## src/rtl/fp_issue_seq_if.sv

```systemverilog
// Decode-to-FP-sequencer bundle: FP decode info in, launch/stall/writeback controls out.
interface fp_issue_seq_if;
  logic       IsFpD;
  logic [1:0] FpOpD;
  logic [4:0] RdD;
  logic       FlushD;
  logic       FpStartE;
  logic [1:0] FpOpE;
  logic       StallF;
  logic       StallD;
  logic       FlushE;
  logic       FpBusy;
  logic       FpRegWriteW;
  logic [4:0] FpRdW;

  modport master (
    output IsFpD, FpOpD, RdD, FlushD,
    input  FpStartE, FpOpE, StallF, StallD, FlushE, FpBusy, FpRegWriteW, FpRdW
  );

  modport slave (
    input  IsFpD, FpOpD, RdD, FlushD,
    output FpStartE, FpOpE, StallF, StallD, FlushE, FpBusy, FpRegWriteW, FpRdW
  );
endinterface

```

## src/rtl/fp_issue_seq.sv

```systemverilog
// Multi-cycle FP issue sequencer: launches an FP op, stalls the integer front end for the
// op's latency, then emits a one-cycle FP register writeback.
module fp_issue_seq #(
  parameter int unsigned LAT_ADD = 2,
  parameter int unsigned LAT_MUL = 3,
  parameter int unsigned LAT_DIV = 16,
  parameter int unsigned CNT_W   = 5
) (
  input logic           clk,
  input logic           reset,
  fp_issue_seq_if.slave bus
);

  typedef enum logic [1:0] {Idle = 2'd0, Exec = 2'd1, Wb = 2'd2} state_t;

  state_t           state;
  logic [CNT_W-1:0] cnt;
  logic [1:0]       fpOpE;
  logic [4:0]       fpRd;
  logic             fpStart;
  logic             stall;
  logic             regWrite;
  logic             issue;
  logic [CNT_W-1:0] cntLoad;

  // Counter is loaded with latency-1 so the Exec phase lasts exactly LAT cycles.
  always_comb begin
    cntLoad = '0;
    unique case (bus.FpOpD)
      2'b00, 2'b01: cntLoad = CNT_W'(LAT_ADD - 1);
      2'b10:        cntLoad = CNT_W'(LAT_MUL - 1);
      2'b11:        cntLoad = CNT_W'(LAT_DIV - 1);
      default:      cntLoad = '0;
    endcase
  end

  // Issue is possible from Wb too, giving back-to-back ops with no idle gap.
  assign issue = bus.IsFpD & ~bus.FlushD & ((state == Idle) | (state == Wb));

  always_ff @(posedge clk or negedge reset) begin
    if (!reset) begin
      state    <= Idle;
      cnt      <= '0;
      fpOpE    <= 2'b00;
      fpRd     <= 5'd0;
      fpStart  <= 1'b0;
      stall    <= 1'b0;
      regWrite <= 1'b0;
    end else begin
      fpStart  <= 1'b0;
      stall    <= 1'b0;
      regWrite <= 1'b0;
      case (state)
        Idle, Wb: begin
          if (issue) begin
            state   <= Exec;
            fpOpE   <= bus.FpOpD;
            fpRd    <= bus.RdD;
            cnt     <= cntLoad;
            fpStart <= 1'b1;
            stall   <= 1'b1;
          end else begin
            state <= Idle;
          end
        end
        Exec: begin
          if (cnt == '0) begin
            state    <= Wb;
            regWrite <= 1'b1;
          end else begin
            cnt   <= cnt - 1'b1;
            stall <= 1'b1;
          end
        end
        default: state <= Idle;
      endcase
    end
  end

  assign bus.FpStartE    = fpStart;
  assign bus.FpOpE       = fpOpE;
  assign bus.StallF      = stall;
  assign bus.StallD      = stall;
  assign bus.FlushE      = stall;
  assign bus.FpBusy      = (state != Idle);
  assign bus.FpRegWriteW = regWrite;
  assign bus.FpRdW       = fpRd;

endmodule
```

## src/flat_wrapper.sv

```systemverilog
// flat-port wrapper written by rule: the top's interface ports become plain ports
module fp_issue_seq_flat 
#(
  parameter int unsigned LAT_ADD = 2,
  parameter int unsigned LAT_MUL = 3,
  parameter int unsigned LAT_DIV = 16,
  parameter int unsigned CNT_W   = 5
)
  (clk, reset, bus_IsFpD, bus_FpOpD, bus_RdD, bus_FlushD, bus_FpStartE, bus_FpOpE, bus_StallF, bus_StallD, bus_FlushE, bus_FpBusy, bus_FpRegWriteW, bus_FpRdW);
  fp_issue_seq_if bus_i ();
  input logic clk;
  input logic reset;
  input wire logic [$bits(bus_i.IsFpD)-1:0] bus_IsFpD;
  input wire logic [$bits(bus_i.FpOpD)-1:0] bus_FpOpD;
  input wire logic [$bits(bus_i.RdD)-1:0] bus_RdD;
  input wire logic [$bits(bus_i.FlushD)-1:0] bus_FlushD;
  output wire logic [$bits(bus_i.FpStartE)-1:0] bus_FpStartE;
  output wire logic [$bits(bus_i.FpOpE)-1:0] bus_FpOpE;
  output wire logic [$bits(bus_i.StallF)-1:0] bus_StallF;
  output wire logic [$bits(bus_i.StallD)-1:0] bus_StallD;
  output wire logic [$bits(bus_i.FlushE)-1:0] bus_FlushE;
  output wire logic [$bits(bus_i.FpBusy)-1:0] bus_FpBusy;
  output wire logic [$bits(bus_i.FpRegWriteW)-1:0] bus_FpRegWriteW;
  output wire logic [$bits(bus_i.FpRdW)-1:0] bus_FpRdW;
  assign bus_i.IsFpD = bus_IsFpD;
  assign bus_i.FpOpD = bus_FpOpD;
  assign bus_i.RdD = bus_RdD;
  assign bus_i.FlushD = bus_FlushD;
  assign bus_FpStartE = bus_i.FpStartE;
  assign bus_FpOpE = bus_i.FpOpE;
  assign bus_StallF = bus_i.StallF;
  assign bus_StallD = bus_i.StallD;
  assign bus_FlushE = bus_i.FlushE;
  assign bus_FpBusy = bus_i.FpBusy;
  assign bus_FpRegWriteW = bus_i.FpRegWriteW;
  assign bus_FpRdW = bus_i.FpRdW;
  fp_issue_seq #(.LAT_ADD(LAT_ADD), .LAT_MUL(LAT_MUL), .LAT_DIV(LAT_DIV), .CNT_W(CNT_W)) u_core (.clk(clk), .reset(reset), .bus(bus_i));
endmodule
```

## config.mk

```make
export PLATFORM = sky130hd
export DESIGN_NAME = fp_issue_seq_flat
export DESIGN_NICKNAME = d
export VERILOG_FILES = /design/src/rtl/fp_issue_seq_if.sv /design/src/rtl/fp_issue_seq.sv /design/src/flat_wrapper.sv
export SDC_FILE = /design/constraint.sdc
export NUM_CORES = 1
export LEC_CHECK = 0
export ABC_AREA = 1
export CAP_MARGIN = 20
export CORE_ASPECT_RATIO = 1.4
export CORE_MARGIN = 4
export CORE_UTILIZATION = 35
export DETAILED_ROUTE_END_ITERATION = 12
export PLACE_DENSITY = 0.65
export SKIP_CTS_REPAIR_TIMING = 1
export SLEW_MARGIN = 20
export SYNTH_ARGS = -nofsm -noshare
export SYNTH_HDL_FRONTEND = slang
export SYNTH_SLANG_ARGS = --single-unit
```

## constraint.sdc

```tcl
create_clock -name clk -period 1.15 [get_ports clk]
set_input_delay 0.345 -clock clk [delete_from_list [all_inputs] [get_ports clk]]
set_output_delay 0.345 -clock clk [all_outputs]
set_load 0.01 [all_outputs]
```

==> flow_metrics.env <==
export IMPL_status="finished, violations left"
export IMPL_violations_in_the_final_reports="setup timing"
export IMPL_p_leak_nw=0.6491
export IMPL_worst_setup_hold_path_clk_slew_ps=100
export IMPL_timing_critical_path_cells="inv_1 -> nand2_1 -> clkbuf_2"
export IMPL_worst_clock_skew_ps=13.74
export IMPL_post_route_cells_drive_above_1_share_pct=43.18
export IMPL_synth_top_cells_by_area="sky130_fd_sc_hd__dfrtp_1 (55%), sky130_fd_sc_hd__nand2_1 (16%), sky130_fd_sc_hd__inv_1 (4.8%)"
export IMPL_number_of_buffer_and_inverter_stages_on_the_critical_path=2
export IMPL_detail_route_wirelength_mm=1.785
export IMPL_netlist_instances=91
export IMPL_seq_power_share_pct=31.4
export IMPL_gp_congestion=0.6993
export IMPL_std_cell_rows=19
export IMPL_synth_area_um2=777.0
export IMPL_report_power_total_mw=3.214
export IMPL_maxCapViolations=0
export IMPL_synth_mux_area_fraction_pct=0
export IMPL_power_density_mw_per_mm2=2648
export IMPL_cts_root_buf="sky130_fd_sc_hd__clkbuf_4"
export IMPL_yosys_cell_types_count=17
export IMPL_fillerInstances=194
export IMPL_clock_sink_count=17
export IMPL_commonest_non_fill_non_tap_cells_in_the_layout="sky130_fd_sc_hd__nand2_1 (27), sky130_fd_sc_hd__dfrtp_1 (17), sky130_fd_sc_hd__buf_4 (14)"
export IMPL_p_comb_share_pct=58.5
export IMPL_syn_nets=103
export IMPL_drt_wirelength_per_cell_um=11.67
export IMPL_insertion_delay_ps=300
export IMPL_clock_power_share_pct=10.1
export IMPL_ir_drop_mv=1.333
export IMPL_gr_usage_all_layers_pct=13.02
export IMPL_critPathSlowestCell="sky130_fd_sc_hd__dfrtp_1"
export IMPL_cts_made_buffers=3
export IMPL_synth_compound_area_share_pct=6.602
export IMPL_drt_pass1_iterations=4
export IMPL_synth_seq_area_share_pct=54.75
export IMPL_die_area_mm2=0.003049
export IMPL_clock_tree_from_tritoncts="done"
export IMPL_grt_antenna_before_repair=0
export IMPL_die_h_um=63.75
export IMPL_initial_core_util_pct=38.00
export IMPL_vias_per_cell=4.686
export IMPL_cpLargestDelayFamily="flip-flops"
export IMPL_maxSlewHeadroom_pct=84.18
export IMPL_globalRouteOverflowTotal=0
export IMPL_grt_max_degree=18
export IMPL_timing_final_crit_period_ps=1248
export IMPL_hold_viol=0
export IMPL_p_sw_share_pct=42.27
export IMPL_io_buffers=23
export IMPL_grt_first_pass_wirelength_mm=2.822
export IMPL_timing_final_setup_violations=14
export IMPL_utilization_pct=59.36
export IMPL_timing_worst_slew_pin_value_ps=235.7
export IMPL_place_worst_setup_slack_ps=-263.5
export IMPL_grt_setup_unrepaired="yes"
export IMPL_main_combinational_cell_family_by_area_after_synthesis="simple AND/OR/NAND/NOR gates"
export IMPL_synth_xor_xnor_area_share_pct=0
export IMPL_final_cell_area_mm2=0.001214
export IMPL_vias=717
export IMPL_cts_buffer_depth=2
export IMPL_timing_max_transition_violations_final=0
export IMPL_place_hpwl_mm=1.285
export IMPL_critPathCaptureType="primary output"
export IMPL_synth_ff_latch_count=17
export IMPL_postLayoutSetupSlackWorst_ps=-98.40
export IMPL_avgSynthCellArea_um2=8.538
export IMPL_p_switching_mw=1.358
export IMPL_number_of_global_route_vias_before_repair=692
export IMPL_critical_path_startpoint_type="register"
export IMPL_cell_internal_pwr_mw=1.856
export IMPL_fraction_of_the_mapped_netlist_area_in_adder_cells_pct=1.610
export IMPL_io_pins=24
export IMPL_yosysWarningCount=0
export IMPL_synthDominantAreaCellType="sky130_fd_sc_hd__dfrtp_1"
export IMPL_drc=0
export IMPL_worstSetupPathType="reg -> out"
export IMPL_num_antenna_cells=0
export IMPL_drt_antenna_violating_nets=0
export IMPL_timing_critical_path_required_ps=810
export IMPL_max_freq_ghz=0.8010
export IMPL_htree_num_levels=1
export IMPL_layout_worst_path_cycle_share_pct=108.6
export IMPL_cp_max_fo=2
export IMPL_worst_path_arrival_time_ps=900
export IMPL_detailedRoute_firstIterationViolations=6
export IMPL_chipWidth_um=47.82
export IMPL_nets=145
export IMPL_layout_cells_most_common="sky130_fd_sc_hd__nand2_1"
export IMPL_postPlaceCellArea_mm2=0.001144
export IMPL_yosys_area_share_simple_pct=29.15
export IMPL_areaGrowthSynthToFinish_pct=56.20
export IMPL_hold_class="in -> async"
export IMPL_core_region_area_mm2=0.002044
export IMPL_yosysTopAreaCellShare_pct=54.75
export IMPL_slowest_delay_ps=400
==> power groups by stage <==
stage | clock network (mW) | registers [mW] | logic [mW]
floorplan | 0 | 1.06 | 0.839
global placement | 0 | 0.992 | 1.70
detailed placement | 0 | 1.00 | 1.75
CTS | 0.340 | 1.00 | 1.75
global route | 0.366 | 1.04 | 2.08
finish | 0.325 | 1.01 | 1.88
==> state kept, by name, summed over array words and instances, names as in the netlist <==
signal and cells:
u_core.bus.FlushE 1, u_core.state 2, u_core.bus.FpRegWriteW 1, u_core.bus.FpStartE 1, u_core.bus.FpOpE 2, u_core.cnt 5, u_core.bus.FpRdW 5
==> per-stage QoR <==
stage / setup TNS [ps] / instances / hold WS, ps
after global routing: -1301 / 153 / 365.0
after floorplan: 0 / 91 / 49.41
after CTS: -5884 / 150 / 377.7
after global placement: -3748 / 146 / 467.0
after detailed placement: -4088 / 146 / 468.8
final: -297.5 / 153 / 375.0
==> cell usage after synthesis <==
cell                       n
sky130_fd_sc_hd__nor2_1    6
sky130_fd_sc_hd__a21oi_2   1
sky130_fd_sc_hd__dfrtp_1  17
sky130_fd_sc_hd__o21ai_1   1
sky130_fd_sc_hd__nand3_1   5
sky130_fd_sc_hd__inv_1    10
sky130_fd_sc_hd__nand2_2   2
sky130_fd_sc_hd__nor2_2    1
sky130_fd_sc_hd__nand2_4   2
sky130_fd_sc_hd__nand2_1  34
sky130_fd_sc_hd__o21ai_2   2
sky130_fd_sc_hd__ha_1      1
sky130_fd_sc_hd__nand3_2   1
sky130_fd_sc_hd__buf_2     1
sky130_fd_sc_hd__buf_4     2
sky130_fd_sc_hd__inv_2     1
sky130_fd_sc_hd__o21ai_0   4
==> final cells by class <==
class | count | area, um2 | area share, %
inverter | 11 | 43.79 | 3.608
clock buffer | 4 | 26.28 | 2.165
timing repair buffer | 40 | 312.8 | 25.77
tap | 21 | 26.28 | 2.165
multi-input combinational | 60 | 379.1 | 31.24
sequential | 17 | 425.4 | 35.05
==> layer usage <==
layer | global-route usage [%] | up-vias | wire [um]
li1 | - | 358 | -
met1 | 13.57 | 335 | 686
met2 | 21.36 | 20 | 951
met3 | 3.933 | 4 | 102
met4 | 8.081 | 0 | 45
met5 | 0 | - | 0
==> worst reg2reg max path, stage by stage, from the launching register on <==
cell                      delay, ps
sky130_fd_sc_hd__dfrtp_1        410
sky130_fd_sc_hd__inv_2           80
sky130_fd_sc_hd__ha_4           150
sky130_fd_sc_hd__nand3_4         90
sky130_fd_sc_hd__nand2_4        120
sky130_fd_sc_hd__nand2_8        100
sky130_fd_sc_hd__nand2_4         70
sky130_fd_sc_hd__nand2_2         40
==> logic make-up after synthesis <==
kind of cell    count (synthesis)
simple gates                   51
flops                          17
fa+ha+maj                       1
buf+inv                        14
compound gates                  8
==> worst paths after layout <==
check / from / to / slack [ps] / depth (start not counted)
min: reset / u_core.cnt[4]$_DFFE_PN0P_ / 380 / 2
min in group clk: u_core.bus.FpRdW[1]$_DFFE_PN0P_ / u_core.bus.FpRdW[1]$_DFFE_PN0P_ / 490 / 2
min reg2reg: u_core.bus.FpRdW[1]$_DFFE_PN0P_ / u_core.bus.FpRdW[1]$_DFFE_PN0P_ / 490 / 2
max: u_core.state[0]$_DFFE_PN0P_ / bus_FpBusy / -100 / 3
max reg2reg: u_core.cnt[1]$_DFFE_PN0P_ / u_core.cnt[2]$_DFFE_PN0P_ / -30 / 7
max in group asynchronous: reset / u_core.bus.FpRdW[1]$_DFFE_PN0P_ / 640 / 2
(Power assumes the default switching activity.)
